===== config.mk =====
export PLATFORM = sky130hd
export DESIGN_NAME = stage_sequencer
export DESIGN_NICKNAME = d
export VERILOG_FILES = /design/src/rtl/stage_sequencer.sv
export SDC_FILE = /design/constraint.sdc
export NUM_CORES = 1
export LEC_CHECK = 0
export CORE_AREA = 5 5 78 80
export CTS_CLUSTER_SIZE = 8
export DETAILED_ROUTE_END_ITERATION = 8
export DIE_AREA = 0 0 83 85
export GPL_TIMING_DRIVEN = 0
export PLACE_DENSITY_LB_ADDON = 0.25
export SYNTH_ARGS = -nofsm -noshare
export SYNTH_HDL_FRONTEND = slang
export SYNTH_SLANG_ARGS = --single-unit

===== constraint.sdc =====
create_clock -name clk_seq -period 3.19 [get_ports clk_seq]
set_input_delay 0.319 -clock clk_seq [delete_from_list [all_inputs] [get_ports clk_seq]]
set_output_delay 0.319 -clock clk_seq [all_outputs]
set_load 0.02 [all_outputs]

===== src/rtl/stage_sequencer.sv =====
// stage_sequencer: one-hot enable sequencer for a chain of NUM_STAGES datapath units, with per-stage hold, skip mask and abort.
// Latency: start edge to seq_done cycle = sum over enabled k of (hold_k+1), plus 1; all outputs registered.
// Backpressure: none; start is ignored (not queued) while RUN/FINISH. Optional macro SEQ_LOOP_EN adds multi-pass looping.
`timescale 1ns/1ps
module stage_sequencer #(
  parameter int NUM_STAGES = 5,
  parameter int HOLD_W     = 4,
  parameter int IDX_W      = 4
) (
  input  logic                         clk_seq,
  input  logic                         rst_seq,
  input  logic                         start_seq,
  input  logic                         abort_seq,
  input  logic [NUM_STAGES-1:0]        stage_mask,
  input  logic [NUM_STAGES*HOLD_W-1:0] hold_cfg,
`ifdef SEQ_LOOP_EN
  input  logic [7:0]                   loop_num,
  output logic [7:0]                   loop_idx,
`endif
  output logic                         seq_busy,
  output logic                         seq_done,
  output logic                         seq_aborted,
  output logic [NUM_STAGES-1:0]        en_stage,
  output logic [IDX_W-1:0]             stage_idx
);

  typedef enum logic [1:0] {S_IDLE, S_RUN, S_FINISH} state_t;

  state_t                         state_q, state_d;
  logic [NUM_STAGES-1:0]          mask_q, mask_d;
  logic [NUM_STAGES*HOLD_W-1:0]   hold_q, hold_d;
  logic [IDX_W-1:0]               cur_q, cur_d;
  logic [HOLD_W-1:0]              cnt_q, cnt_d;
  logic [NUM_STAGES-1:0]          en_d;
  logic                           done_d, abrt_d;
  logic [IDX_W:0]                 hit;
`ifdef SEQ_LOOP_EN
  logic [7:0]                     loop_num_q, loop_num_d;
  logic [7:0]                     pass_q, pass_d;
`endif

  // Lowest set mask bit at or above lo; MSB of the result flags "found".
  function automatic logic [IDX_W:0] first_set(input logic [NUM_STAGES-1:0] m, input int lo);
    first_set = '0;
    for (int k = NUM_STAGES - 1; k >= 0; k--) begin
      if (k >= lo && m[k]) first_set = {1'b1, IDX_W'(k)};
    end
  endfunction

  // Hold field of stage idx, selected by compare so no out-of-range index is formed.
  function automatic logic [HOLD_W-1:0] hold_of(input logic [NUM_STAGES*HOLD_W-1:0] h,
                                                input logic [IDX_W-1:0] idx);
    hold_of = '0;
    for (int k = 0; k < NUM_STAGES; k++) begin
      if (idx == IDX_W'(k)) hold_of = h[k*HOLD_W +: HOLD_W];
    end
  endfunction

  // Next-state, stage walk and next-cycle output decode.
  always_comb begin
    state_d = state_q;
    mask_d  = mask_q;
    hold_d  = hold_q;
    cur_d   = cur_q;
    cnt_d   = cnt_q;
    done_d  = 1'b0;
    abrt_d  = 1'b0;
    hit     = '0;
    en_d    = '0;
`ifdef SEQ_LOOP_EN
    loop_num_d = loop_num_q;
    pass_d     = pass_q;
`endif
    case (state_q)
      S_IDLE: begin
        if (start_seq && !abort_seq) begin
          mask_d = stage_mask;
          hold_d = hold_cfg;
`ifdef SEQ_LOOP_EN
          loop_num_d = loop_num;
          pass_d     = 8'd0;
`endif
          hit = first_set(stage_mask, 0);
          if (hit[IDX_W]) begin
            state_d = S_RUN;
            cur_d   = hit[IDX_W-1:0];
            cnt_d   = hold_of(hold_cfg, hit[IDX_W-1:0]);
          end else begin
            state_d = S_FINISH;
          end
        end
      end
      S_RUN: begin
        if (abort_seq) begin
          state_d = S_IDLE;
          abrt_d  = 1'b1;
          cur_d   = '0;
          cnt_d   = '0;
`ifdef SEQ_LOOP_EN
          pass_d  = 8'd0;
`endif
        end else if (cnt_q != '0) begin
          cnt_d = cnt_q - HOLD_W'(1);
        end else begin
          hit = first_set(mask_q, int'(cur_q) + 1);
          if (hit[IDX_W]) begin
            cur_d = hit[IDX_W-1:0];
            cnt_d = hold_of(hold_q, hit[IDX_W-1:0]);
`ifdef SEQ_LOOP_EN
          end else if (pass_q != loop_num_q) begin
            // Wrap straight to the first enabled stage of the next pass.
            hit    = first_set(mask_q, 0);
            pass_d = pass_q + 8'd1;
            cur_d  = hit[IDX_W-1:0];
            cnt_d  = hold_of(hold_q, hit[IDX_W-1:0]);
`endif
          end else begin
            state_d = S_FINISH;
            cur_d   = '0;
          end
        end
      end
      S_FINISH: begin
        state_d = S_IDLE;
`ifdef SEQ_LOOP_EN
        pass_d  = 8'd0;
`endif
      end
      default: state_d = S_IDLE;
    endcase
    done_d = (state_d == S_FINISH);
    for (int k = 0; k < NUM_STAGES; k++) begin
      en_d[k] = (state_d == S_RUN) && (cur_d == IDX_W'(k));
    end
  end

  // State, latched configuration and registered outputs.
  always_ff @(posedge clk_seq) begin
    if (rst_seq) begin
      state_q     <= S_IDLE;
      mask_q      <= '0;
      hold_q      <= '0;
      cur_q       <= '0;
      cnt_q       <= '0;
      en_stage    <= '0;
      stage_idx   <= '0;
      seq_busy    <= 1'b0;
      seq_done    <= 1'b0;
      seq_aborted <= 1'b0;
`ifdef SEQ_LOOP_EN
      loop_num_q  <= 8'd0;
      pass_q      <= 8'd0;
`endif
    end else begin
      state_q     <= state_d;
      mask_q      <= mask_d;
      hold_q      <= hold_d;
      cur_q       <= cur_d;
      cnt_q       <= cnt_d;
      en_stage    <= en_d;
      stage_idx   <= (state_d == S_RUN) ? cur_d : '0;
      seq_busy    <= (state_d == S_RUN);
      seq_done    <= done_d;
      seq_aborted <= abrt_d;
`ifdef SEQ_LOOP_EN
      loop_num_q  <= loop_num_d;
      pass_q      <= pass_d;
`endif
    end
  end

`ifdef SEQ_LOOP_EN
  assign loop_idx = pass_q;
`endif

endmodule


==> reports/qor.yml <==
clock_tree:
  postCtsSetupBuffers: 0
  cts_max_level: 2
  cts_root_buf: "clkbuf_8"
  clock_latency_ns: 0.30
  numCtsBuffers: 5
  cts.hold.buffers_added: 0
  cts.path.max_buffers: 2
  cts_tree: "done"
  cts_sinks: 47
  postCtsResizedCells: 0
  path_clk_slew_ns: 0.08
synth:
  synth_edf_count: 0
  ys_ff_latch: 47
  synthCells: 322
  yosysTopAreaCellShare_pct: 37.06
  synth_cell_types: 56
  yosysSeqAreaShare_pct: 37.06
  synth_area_per_cell_um2: 7.884
  yosys_warnings: 0
  synth_fp_nets: 356
  syn_area_um2: 2539
  synthArstFlopShare_pct: 0
  synth-main-ff-cell: "dfxtp_1"
  synth.top_cells.by_area: "dfxtp_1 (37%), nand2_1 (11%), a21oi_1 (8.3%)"
  synth_top_cell_by_area: "dfxtp_1"
setup_path:
  cp.arrival_ns: 3.14
  critPathLaunch: "cur_q[1]"
  rrSetupSlack_ns: 0.24
  critical_path_required_ns: 3.39
  worstSetupEndpointType: "register"
  r2r_cells: 8
  reg2reg_to: "cnt_q[3]"
  worstSetupPathType: "register to register"
  timing.rr.start: "cur_q[1]"
  crit_fanout: 6
  start_kind: "register"
outcome:
  outcome: "finished clean"
detailed_routing:
  vias_per_cell: 5.677
  drtIter0Drc: 149
  wl_met1_mm: 2.883
  wl_per_cell_um: 15.48
  topRoutingLayerUsed: "met4"
  met3_wirelength_um: 476
  final_antenna_net_count: 0
  drc: 0
  drt_wl_total_mm: 6.810
  vias: 2498
  drt-pass1-iter-count: 4
  wl_met2_mm: 3.281
timing:
  finalSetupViolCount: 0
  rsz0062_at_grt: "false"
  worstMarginPinSlew_ns: 0.7540
  fmax_mhz: 339.4
  finalClockSkew_ns: 0.01057
  slew_headroom_pct: 49.63
  post-route-period-util_pct: 92.36
  fin_tns_setup_ns: 0
  slew_violations: 0
  finalCriticalPeriod_ns: 2.946
  fin_ws_ns: 0.2436
  finalHoldViolations: 0
floorplanning:
  core_um2: 5338
  io_pins: 41
  dieArea_um2: 7055
  die_x_um: 83
  dieHeight_um: 85
  rows: 27
  initial_core_util_pct: 47.56
layout:
  final_cell_mix: "nand2_1 (74), dfxtp_1 (47), a21oi_1 (42)"
  final_common_cell: "nand2_1"
  antenna_cells: 0
  syn2layout_area_growth_pct: 23.41
  drive_above_1_share_pct: 6.250
  nets: 402
  fillCellCount: 539
  fin_area_um2: 3133
grt:
  gr-total-overflow: 0
  track_usage_pct: 19.37
  grt_start_max_net_pins: 14
  grt_pass1_vias: 2361
  grt_pass1_wl_mm: 11.27
  grt_antenna_before_repair: 0
placement:
  port_buffers: 39
  place.gp.congestion: 0.9369
  dp_hpwl_mm: 5.317
  pre_cts_slack_ns: 0.1133
  dpl_cell_area_um2: 3019
hold_path:
  hold_start: "hold_q[9]"
  hold_end: "hold_q[9]"
  min_path_cells: 2
  hp-class: "register to register"
power:
  peakVddDrop_mv: 0.1921
  p_leak_uw: 0.001131
  p_per_area_nw_per_um2: 425.6
  p_total_uw: 1333
flow_run:
  drv_cap: 0
-- metal layers --
metal / vias to the layer above / global-route usage [%]
met1: 1154 / 23.07
met5: - / 0
met2: 91 / 34.40
li1: 1236 / -
met3: 17 / 4.563
met4: 0 / 6.241
-- kinds of logic (layout without fill, tap and decap cells) --
| group | count (synthesis) | in the layout | share of synthesized area [%] |
|---|---|---|---|
| simple gates | 140 | 140 | 26.27 |
| compound gates | 94 | 94 | 26.62 |
| flops | 47 | 47 | 37.06 |
| buf+inv | 28 | 74 | 4.288 |
| mux | 6 | 6 | 2.612 |
| fa+ha+maj | 5 | 5 | 2.464 |
| xor+xnor | 2 | 2 | 0.6901 |
-- worst max-delay path, cell delays in order (launching register included) --
cell and delay [ns]:
dfxtp_1 0.44, inv_1 0.07, ha_1 0.35, and2_2 0.28
o32ai_4 0.45, mux2_1 0.41, a221o_1 0.30, o31a_1 0.29
o31a_1 0.27
-- registers in the layout (all words and copies together), names as in the netlist --
signal	cells
hold_q	20
en_stage	5
mask_q	5
cnt_q	4
cur_q	4
stage_idx	4
state_q	2
seq_aborted	1
seq_busy	1
seq_done	1
-- metrics by stage --
| step | hold WS [ns] | utilization (%) | instances |
|---|---|---|---|
| CTS | 0.4395 | 58.49 | 440 |
| global placement | 0.4399 | 56.56 | 433 |
| global route | 0.4835 | 58.70 | 440 |
| finish | 0.4552 | 58.70 | 440 |
| floorplan | 0.4322 | - | 322 |
| detailed placement | 0.4452 | 56.56 | 433 |
-- where the power goes --
| group | internal (uW) | total (uW) | leakage (uW) | switching [uW] |
|---|---|---|---|---|
| sequential | 614 | 636 | 0.000383 | 22.3 |
| combinational | 123 | 281 | 0.000697 | 158 |
| clock | 230 | 416 | 0.0000513 | 186 |
-- synth_stat cells, drive strengths merged (5+ instances only) --
| master | instances |
|---|---|
| nand2 | 74 |
| nor3 | 12 |
| clkbuf | 15 |
| ha | 5 |
| a21oi | 43 |
| o21ai | 11 |
| mux2 | 5 |
| dfxtp | 47 |
| inv | 12 |
| and2 | 6 |
| nor2 | 20 |
-- worst max-delay path by stage --
| stage | end | slack (ns) | cells after the start |
|---|---|---|---|
| after global routing | cnt_q[3] | 0.06 | 8 |
| final | cnt_q[3] | 0.24 | 8 |
| after CTS | cnt_q[3] | 0.11 | 8 |
| after floorplan | cnt_q[3] | 0.48 | 8 |
| after global placement | cnt_q[3] | 0.12 | 8 |
| after detailed placement | cnt_q[3] | 0.11 | 8 |
-- area by class of cell --
type | instances | area (um2) | share of cell area [%]
plain buffers | 16 | 63.81 | 2.037
clock buffers | 6 | 72.57 | 2.316
clock inverters | 1 | 30.03 | 0.9585
inverters | 12 | 45.04 | 1.438
multi-input cells | 247 | 1500 | 47.88
flip-flops and latches | 47 | 940.9 | 30.03
well taps | 72 | 90.09 | 2.875
repair buffers | 39 | 390.4 | 12.46
Note: power is estimated with default switching activity, not from simulation.
